===== config.mk =====
export PLATFORM = sky130hd
export DESIGN_NAME = census_wta_select
export DESIGN_NICKNAME = d
export VERILOG_FILES = /design/src/rtl/stereo_pkg.sv /design/src/rtl/wta_compare.sv /design/src/rtl/census_wta_select.sv
export SDC_FILE = /design/constraint.sdc
export NUM_CORES = 1
export LEC_CHECK = 0
export ABC_AREA = 1
export ABC_CLOCK_PERIOD_IN_PS = 2300
export CORE_MARGIN = 1.5
export CORE_UTILIZATION = 45
export CTS_BUF_LIST = sky130_fd_sc_hd__clkbuf_8
export CTS_CLUSTER_SIZE = 8
export DETAILED_ROUTE_END_ITERATION = 16
export GPL_TIMING_DRIVEN = 0
export PLACE_DENSITY = 0.72
export SETUP_SLACK_MARGIN = 0.5
export SYNTH_ARGS = -nofsm -noshare
export SYNTH_HDL_FRONTEND = slang
export SYNTH_SLANG_ARGS = --single-unit
export TNS_END_PERCENT = 20

===== constraint.sdc =====
create_clock -name clk -period 2.3 [get_ports clk]
set_input_delay 0.345 -clock clk [delete_from_list [all_inputs] [get_ports clk]]
set_output_delay 0.345 -clock clk [all_outputs]
set_load 0.05 [all_outputs]

===== src/rtl/stereo_pkg.sv =====
// Shared census stereo constants: cost/disparity widths and the all-ones cost value.
package stereo_pkg;

  localparam int COST_W      = 5;
  localparam int NUM_DISP    = 16;
  localparam int DISP_W      = $clog2(NUM_DISP);
  localparam int UNIQ_THRESH = 2;

  localparam logic [COST_W-1:0] COST_MAX = {COST_W{1'b1}};

  function automatic logic is_last_disp(input logic [DISP_W-1:0] d);
    return d == DISP_W'(NUM_DISP - 1);
  endfunction

endpackage


===== src/rtl/wta_compare.sv =====
// Combinational winner-take-all compare-select for one incoming cost.
// Second-best tracking is only present when UNIQUENESS_CHECK_EN is defined.
module wta_compare
  import stereo_pkg::*;
(
  input  logic [COST_W-1:0] cur_min,
  input  logic [DISP_W-1:0] cur_best,
`ifdef UNIQUENESS_CHECK_EN
  input  logic [COST_W-1:0] cur_second,
  output logic [COST_W-1:0] next_second,
`endif
  input  logic [COST_W-1:0] cost_in,
  input  logic [DISP_W-1:0] d_cnt,
  input  logic              first,
  output logic [COST_W-1:0] next_min,
  output logic [DISP_W-1:0] next_best
);

  // Disparity 0 restarts the search; later costs must be strictly lower to win,
  // so ties keep the lower disparity.
  always_comb begin
    next_min  = cur_min;
    next_best = cur_best;
`ifdef UNIQUENESS_CHECK_EN
    next_second = cur_second;
`endif
    if (first) begin
      next_min  = cost_in;
      next_best = '0;
`ifdef UNIQUENESS_CHECK_EN
      next_second = COST_MAX;
`endif
    end else if (cost_in < cur_min) begin
      next_min  = cost_in;
      next_best = d_cnt;
`ifdef UNIQUENESS_CHECK_EN
      next_second = cur_min;
`endif
    end else begin
`ifdef UNIQUENESS_CHECK_EN
      if (cost_in < cur_second) next_second = cost_in;
`endif
    end
  end

endmodule


===== src/rtl/census_wta_select.sv =====
// Winner-take-all disparity select: one cost per valid cycle, one result per pixel.
// Optional uniqueness flag on disp_ambig via UNIQUENESS_CHECK_EN.
module census_wta_select
  import stereo_pkg::*;
(
  input  logic              clk,
  input  logic              reset,
  input  logic [COST_W-1:0] cost_in,
  input  logic              cost_valid,
  output logic [DISP_W-1:0] disp_out,
  output logic [COST_W-1:0] min_cost_out,
  output logic              disp_valid,
  output logic              disp_ambig
);

  logic [DISP_W-1:0] d_cnt;
  logic [COST_W-1:0] run_min;
  logic [DISP_W-1:0] run_best;
  logic [COST_W-1:0] nx_min;
  logic [DISP_W-1:0] nx_best;
  logic              last;

`ifdef UNIQUENESS_CHECK_EN
  logic [COST_W-1:0] run_second;
  logic [COST_W-1:0] nx_second;
  logic              nx_ambig;
`endif

  assign last = is_last_disp(d_cnt);

  wta_compare u_cmp (
    .cur_min     (run_min),
    .cur_best    (run_best),
`ifdef UNIQUENESS_CHECK_EN
    .cur_second  (run_second),
    .next_second (nx_second),
`endif
    .cost_in     (cost_in),
    .d_cnt       (d_cnt),
    .first       (d_cnt == '0),
    .next_min    (nx_min),
    .next_best   (nx_best)
  );

  always_ff @(posedge clk) begin
    if (reset) begin
      d_cnt    <= '0;
      run_min  <= COST_MAX;
      run_best <= '0;
    end else if (cost_valid) begin
      d_cnt    <= last ? '0 : d_cnt + 1'b1;
      run_min  <= nx_min;
      run_best <= nx_best;
    end
  end

  // The final compare goes straight to the output registers so the result
  // appears one clock after the last cost, with no dead cycle between pixels.
  always_ff @(posedge clk) begin
    if (reset) begin
      disp_out     <= '0;
      min_cost_out <= '0;
      disp_valid   <= 1'b0;
    end else begin
      disp_valid <= 1'b0;
      if (cost_valid && last) begin
        disp_out     <= nx_best;
        min_cost_out <= nx_min;
        disp_valid   <= 1'b1;
      end
    end
  end

`ifdef UNIQUENESS_CHECK_EN
  assign nx_ambig = (nx_second - nx_min) < COST_W'(UNIQ_THRESH);

  always_ff @(posedge clk) begin
    if (reset) begin
      run_second <= COST_MAX;
      disp_ambig <= 1'b0;
    end else if (cost_valid) begin
      run_second <= nx_second;
      if (last) disp_ambig <= nx_ambig;
    end
  end
`else
  assign disp_ambig = 1'b0;
`endif

endmodule


==> results of run 1 <==
## final timing paths
path	from	to	slack, ps	cells past startpoint
hold / removal	cost_valid	d_cnt[0]	420	4
setup / recovery	disp_out[1]	disp_out[1]	550	1
hold reg to reg	disp_out[3]	disp_out[3]	450	2
setup reg to reg	run_min[4]	min_cost_out[3]	690	11
## sequential cells by signal (all words and copies together), names as in the netlist
name / count
run_min: 5
d_cnt: 4
run_best: 4
min_cost_out: 5
disp_valid: 1
disp_out: 4
## layout make-up
class | instances | area [um^2]
Fill cell | 233 | 1028
Multi-Input combinational cell | 105 | 575.6
Sequential cell | 23 | 460.4
Timing Repair Buffer | 15 | 155.1
Inverter | 25 | 93.84
Clock buffer | 3 | 41.29
Tap cell | 30 | 37.54
Buffer | 5 | 35.03
Clock inverter | 1 | 5.005
## worst register-to-register path, delay by kind of cell (launching register included)
family | cells | cell delay (ps)
adder cells (fa/ha/maj) | 1 | 280
buffers and inverters | 2 | 220
AND/OR/NAND/NOR | 8 | 720
flip-flops | 1 | 340
## routing by layer
metal,track usage,up-vias
met3,0.02542,5
met1,0.2470,468
met2,0.3066,30
li1,-,541
met5,0,-
met4,0.07692,0
## power by group through the flow
stage	Combinational, mW	Sequential (mW)	Clock (mW)
finish	0.153	0.422	0.252
global route	0.173	0.424	0.274
floorplan	0.112	0.429	0
CTS	0.147	0.422	0.257
global placement	0.142	0.431	0
detailed placement	0.146	0.431	0
## placed cells by master, fill, tap and decap left out, types with 2 or more instances in the layout
cell type and count:
a21oi_1 11, buf_4 2, clkbuf_8 3, clkdlybuf4s50_1 13, dfxtp_1 23, dlymetal6s2s_1 2, ha_1 5, inv_1 23
inv_2 2, nand2_1 37, nand2_2 7, nand3_1 19, nand4_1 3, nor2_2 2, nor3_1 3, o21ai_0 5
o21ai_1 3
## timing repair
action | CTS | global route
gates resized for setup | 0 | 6
hold endpoints to repair | 0 | 0
setup endpoints to repair | 0 | 19
## cell families (layout without fill, tap and decap cells)
| logic type | Yosys count | count (layout) |
|---|---|---|
| simple gates | 77 | 77 |
| buf+inv | 30 | 49 |
| flops | 23 | 23 |
| compound gates | 21 | 21 |
| fa+ha+maj | 6 | 6 |
| other cells | 1 | 1 |
==> flow_metrics.env, run 1 <==
export IMPL_place_inst=203
export IMPL_pwr_share_seq=0.510
export IMPL_utilization=0.5772
export IMPL_grt_ovfl_total=0
export IMPL_leakage_nw=0.6880
export IMPL_crit_family="buffers and inverters"
export IMPL_syn_nets=172
export IMPL_fmax_ghz=0.5726
export IMPL_dieArea_um2=2856
export IMPL_drive_gt1_frac=0.1356
export IMPL_fp_row_count=18
export IMPL_cap_violations=0
export IMPL_drtAntennaViolNets=0
export IMPL_rsz0062_at_grt="false"
export IMPL_cp_start_kind="flip-flop"
export IMPL_clock_sinks=23
export IMPL_fin_setup_tns_ps=0
export IMPL_finalHoldWorstSlack_ps=418.3
export IMPL_die_width_um=53.44
export IMPL_synth_top_family_by_area="simple AND/OR/NAND/NOR gates"
export IMPL_clockBufferDepth=2
export IMPL_path_clk_slew_ps=80
export IMPL_cts_tree="done"
export IMPL_swShare=0.2848
export IMPL_clk_latency_ps=260
export IMPL_vias=1044
export IMPL_port_buffers=15
export IMPL_n_antenna_cell=0
export IMPL_synthTopCellsByArea="dfxtp_1 (40%), nand2_1 (13%), nand3_1 (8.3%)"
export IMPL_cts_setup_buffers=0
export IMPL_worstPathRequired_ps=1960
export IMPL_synth_async_reset_ratio=0
export IMPL_synth_seq_cells=23
export IMPL_ios=19
export IMPL_grt_max_degree=14
export IMPL_wl_met3_um=121
export IMPL_setup_viol=0
export IMPL_synth_edff_count=0
export IMPL_routed_wl_met2_um=1114
export IMPL_synth_xor_area_frac=0
export IMPL_crit_type="flip-flop to primary output"
export IMPL_critical_path_arrival_ps=1400
export IMPL_placed_cell_area_um2=1333
export IMPL_synth_top_area_frac=0.4022
export IMPL_instances_no_fill=207
export IMPL_drc=0
export IMPL_hold_viol=0
export IMPL_path_cells="clkdlybuf4s50_1"
export IMPL_slew_headroom=0.6667
export IMPL_first_global_vias=910
export IMPL_ir_worst_vdd_v=0.0002829
export IMPL_fin_total_pwr_uw=827.0
export IMPL_worst_path_buf_inv=1
export IMPL_p_comb_frac=0.185
export IMPL_area_growth_pct=22.62
export IMPL_p_switching_uw=235.5
export IMPL_ys_seq_area_frac=0.4022
export IMPL_synth_compound_area_frac=0.09617
export IMPL_cts_buffers=3
export IMPL_fin_skew_ps=1.436
export IMPL_wl_met1_um=1076
export IMPL_worstMarginPinSlew_ps=499.2
export IMPL_fin_ws_ps=553.6
export IMPL_intPower_uw=591.5
export IMPL_period_needed_ps=1746
export IMPL_cts_root_buf="clkbuf_8"
export IMPL_track_usage=0.1883
export IMPL_synthFlopType="dfxtp_1"
export IMPL_nets=192
export IMPL_htree_levels=1
export IMPL_synth_most_common_cell="nand2_1"
export IMPL_firstDrtPassIters=5
export IMPL_critPathCaptureType="primary output"
export IMPL_yosysTopAreaCell="dfxtp_1"
export IMPL_pwr_share_clk=0.305
export IMPL_syn_inst=158
export IMPL_dp_hpwl_um=1744
export IMPL_synth_area_mux_share=0
export IMPL_die_h_um=53.44
export IMPL_drt_iter0_drc=19
export IMPL_drt_wl_total_um=2349
export IMPL_yosys_area_share_simple=0.3202
export IMPL_viasPerCell=5.043
export IMPL_p_per_area_nw_per_um2=589.1
export IMPL_ys_warn_count=0
export IMPL_cpMaxStageDelayCell="clkdlybuf4s50_1"
export IMPL_avgSynthCellArea_um2=7.246
export IMPL_stdcell_area_um2=1404
export IMPL_routed_top_layer="met4"
export IMPL_maxSlewViolCount=0
export IMPL_synth_fa_ha_area_frac=0.06557
export IMPL_synth_common_cells="nand2_1 (39), dfxtp_1 (23), inv_1 (23)"
export IMPL_grt_pass1_wl_um=3877
export IMPL_antenna_found_initial=0
export IMPL_syn_area_um2=1145
export IMPL_cp_max_fo=2
export IMPL_cts_hold_buf=0
export IMPL_place_gp_congestion=0.7929
export IMPL_post_place_ws_ps=228.8
export IMPL_core_area_um2=2432
export IMPL_hp_class="primary input to flip-flop"
export IMPL_status="completed"
export IMPL_synth_distinct_cells=26
export IMPL_cpPeakStageDelay_ps=800
export IMPL_start_util=0.4707
export IMPL_routedWlPerCell_um=11.35
export IMPL_period_share=0.7593
Note: power is estimated with default switching activity, not from simulation.
==> run 2, diff against run 1 <==
Settings changed: ABC_CLOCK_PERIOD_IN_PS 2300 to 1690.
Clock period 2.3 ns to 1.69 ns, I/O delays scaled along.
==> flow_metrics.env, run 2 (synthesized netlist as in run 1, its figures left out) <==
export IMPL_htree_levels=1
export IMPL_dieArea_um2=2856
export IMPL_drive_gt1_frac=0.2857
export IMPL_cp_max_fo=5
export IMPL_ff2ff_setup_slack_ps=160
export IMPL_post_place_ws_ps=-277.4
export IMPL_drc=0
export IMPL_drt_iter0_drc=33
export IMPL_cts_buffers=3
export IMPL_place_gp_congestion=0.7914
export IMPL_period_share=0.9080
export IMPL_hold_viol=0
export IMPL_dp_hpwl_um=1848
export IMPL_fin_total_pwr_mw=1.205
export IMPL_regToRegEndpoint="min_cost_out[4]"
export IMPL_die_h_um=53.44
export IMPL_path_clk_slew_ps=80
export IMPL_die_width_um=53.44
export IMPL_path_cells="inv_2, ha_4, nand2_4, nor2_4, nand2_2, nand3_4, buf_6, nand2_8, nand2_4, nand3_2, nand2_1"
export IMPL_grt_pass1_wl_um=4436
export IMPL_layout_common_cells="nand2_1 (35), inv_1 (19), dfxtp_1 (19)"
export IMPL_setup_viol=0
export IMPL_reg_top3="min_cost_out (5), run_min (5)"
export IMPL_critical_path_arrival_ps=1750
export IMPL_cts_tree="done"
export IMPL_crit_type="flip-flop to flip-flop"
export IMPL_finalHoldWorstSlack_ps=343.0
export IMPL_stdcell_area_um2=1560
export IMPL_r2r_start="run_min[4]"
export IMPL_worstPathRequired_ps=1900
export IMPL_intPower_uw=844.3
export IMPL_fin_skew_ps=2.902
export IMPL_ios=19
export IMPL_antenna_found_initial=0
export IMPL_port_buffers=15
export IMPL_routedWlPerCell_um=12.69
export IMPL_r2r_cells=11
export IMPL_fp_row_count=18
export IMPL_cp_common_cell="nand2_4"
export IMPL_clk_latency_ps=260
export IMPL_pwr_share_clk=0.281
export IMPL_p_per_area_nw_per_um2=772.5
export IMPL_cap_violations=0
export IMPL_vias=1090
export IMPL_hp_start="cost_valid"
export IMPL_grt_ovfl_total=0
export IMPL_hp_class="primary input to flip-flop"
export IMPL_ir_worst_vdd_v=0.0005799
export IMPL_cp_start_kind="flip-flop"
export IMPL_cpPeakStageDelay_ps=340
export IMPL_track_usage=0.2176
export IMPL_cpMaxStageDelayCell="dfxtp_2"
export IMPL_cts_hold_buf=0
export IMPL_grt_max_degree=14
export IMPL_viasPerCell=5.142
export IMPL_maxSlewViolCount=0
export IMPL_p_comb_frac=0.239
export IMPL_drt_wl_total_um=2691
export IMPL_status="completed"
export IMPL_fin_setup_tns_ps=0
export IMPL_hold_end="run_best[0]"
export IMPL_min_path_cells=3
export IMPL_firstDrtPassIters=5
export IMPL_first_global_vias=1011
export IMPL_fin_ws_ps=155.5
export IMPL_critPathCaptureType="flip-flop"
export IMPL_swShare=0.2995
export IMPL_area_growth_pct=36.28
export IMPL_placed_cell_area_um2=1403
export IMPL_pwr_share_seq=0.480
export IMPL_n_antenna_cell=0
export IMPL_fmax_ghz=0.6517
export IMPL_worst_path_buf_inv=2
export IMPL_nets=197
export IMPL_clockBufferDepth=2
export IMPL_leakage_nw=0.7427
export IMPL_fillerInstances=213
export IMPL_crit_family="simple AND/OR/NAND/NOR gates"
export IMPL_cts_root_buf="clkbuf_8"
export IMPL_p_switching_uw=360.9
export IMPL_core_area_um2=2432
export IMPL_clock_sinks=23
export IMPL_rsz0062_at_grt="true"
export IMPL_drtAntennaViolNets=0
export IMPL_period_needed_ps=1535
export IMPL_layout_commonest_cell="nand2_1"
export IMPL_start_util=0.4707
==> run 2: timing repair <==
action | 4_1_cts | 5_1_grt
endpoints found under the hold margin | 0 | 0
pin swaps | 8 | 7
resized for setup | 37 | 5
buffers inserted | 4 | 0
endpoints found under the setup margin | 28 | 29
gates cloned | 1 | 0
==> run 2: final cells by class <==
type	count	area, um^2	share of cell area
Multi-Input combinational cell	105	719.4	0.4611
Sequential cell	23	465.4	0.2983
Timing Repair Buffer	20	162.7	0.1042
Inverter	25	93.84	0.06014
Clock buffer	3	41.29	0.02646
Tap cell	30	37.54	0.02406
Buffer	5	35.03	0.02245
Clock inverter	1	5.005	0.003208
==> run 2: per-stage QoR <==
step | instances | utilization
floorplan | 158 | -
global placement | 203 | 0.5766
detailed placement | 203 | 0.5766
CTS | 212 | 0.6291
global route | 212 | 0.6415
finish | 212 | 0.6415
==> run 2: layer usage <==
layer | track usage | share of wire
met5 | 0 | 0
met4 | 0.09402 | 0.016
met3 | 0.03107 | 0.055
met2 | 0.3704 | 0.49
met1 | 0.2690 | 0.44
==> run 2: worst max-delay path by stage <==
stage                     startpoint         endpoint  cells after the start
after CTS                 run_min[4]  min_cost_out[4]                     11
after global routing      run_min[4]       run_min[0]                     10
after detailed placement  cost_in[4]  min_cost_out[4]                      9
after global placement    cost_in[4]  min_cost_out[3]                      9
after floorplan           run_min[4]       run_min[0]                     10
final                     run_min[4]  min_cost_out[4]                     11
==> run 2: power by group through the flow <==
stage | logic, mW | clock network [mW] | registers, mW
6_report | 0.288 | 0.339 | 0.578
5_1_grt | 0.315 | 0.374 | 0.580
4_1_cts | 0.270 | 0.350 | 0.577
3_5_place_dp | 0.221 | 0 | 0.590
3_3_place_gp | 0.213 | 0 | 0.589
2_1_floorplan | 0.168 | 0 | 0.587
==> run 2: worst register-to-register path: cells and delay by family, from the launching register on <==
| family | cells | cell delay (ps) |
|---|---|---|
| buffers and inverters | 2 | 190 |
| adder cells (fa/ha/maj) | 1 | 290 |
| AND/OR/NAND/NOR | 8 | 640 |
| flip-flops | 1 | 340 |
==> run 3, diff against run 2 <==
Settings changed: CAP_MARGIN from default to 40.
==> results of run 3 <==
Final layout, timing and power as in run 2 (identical DEF).
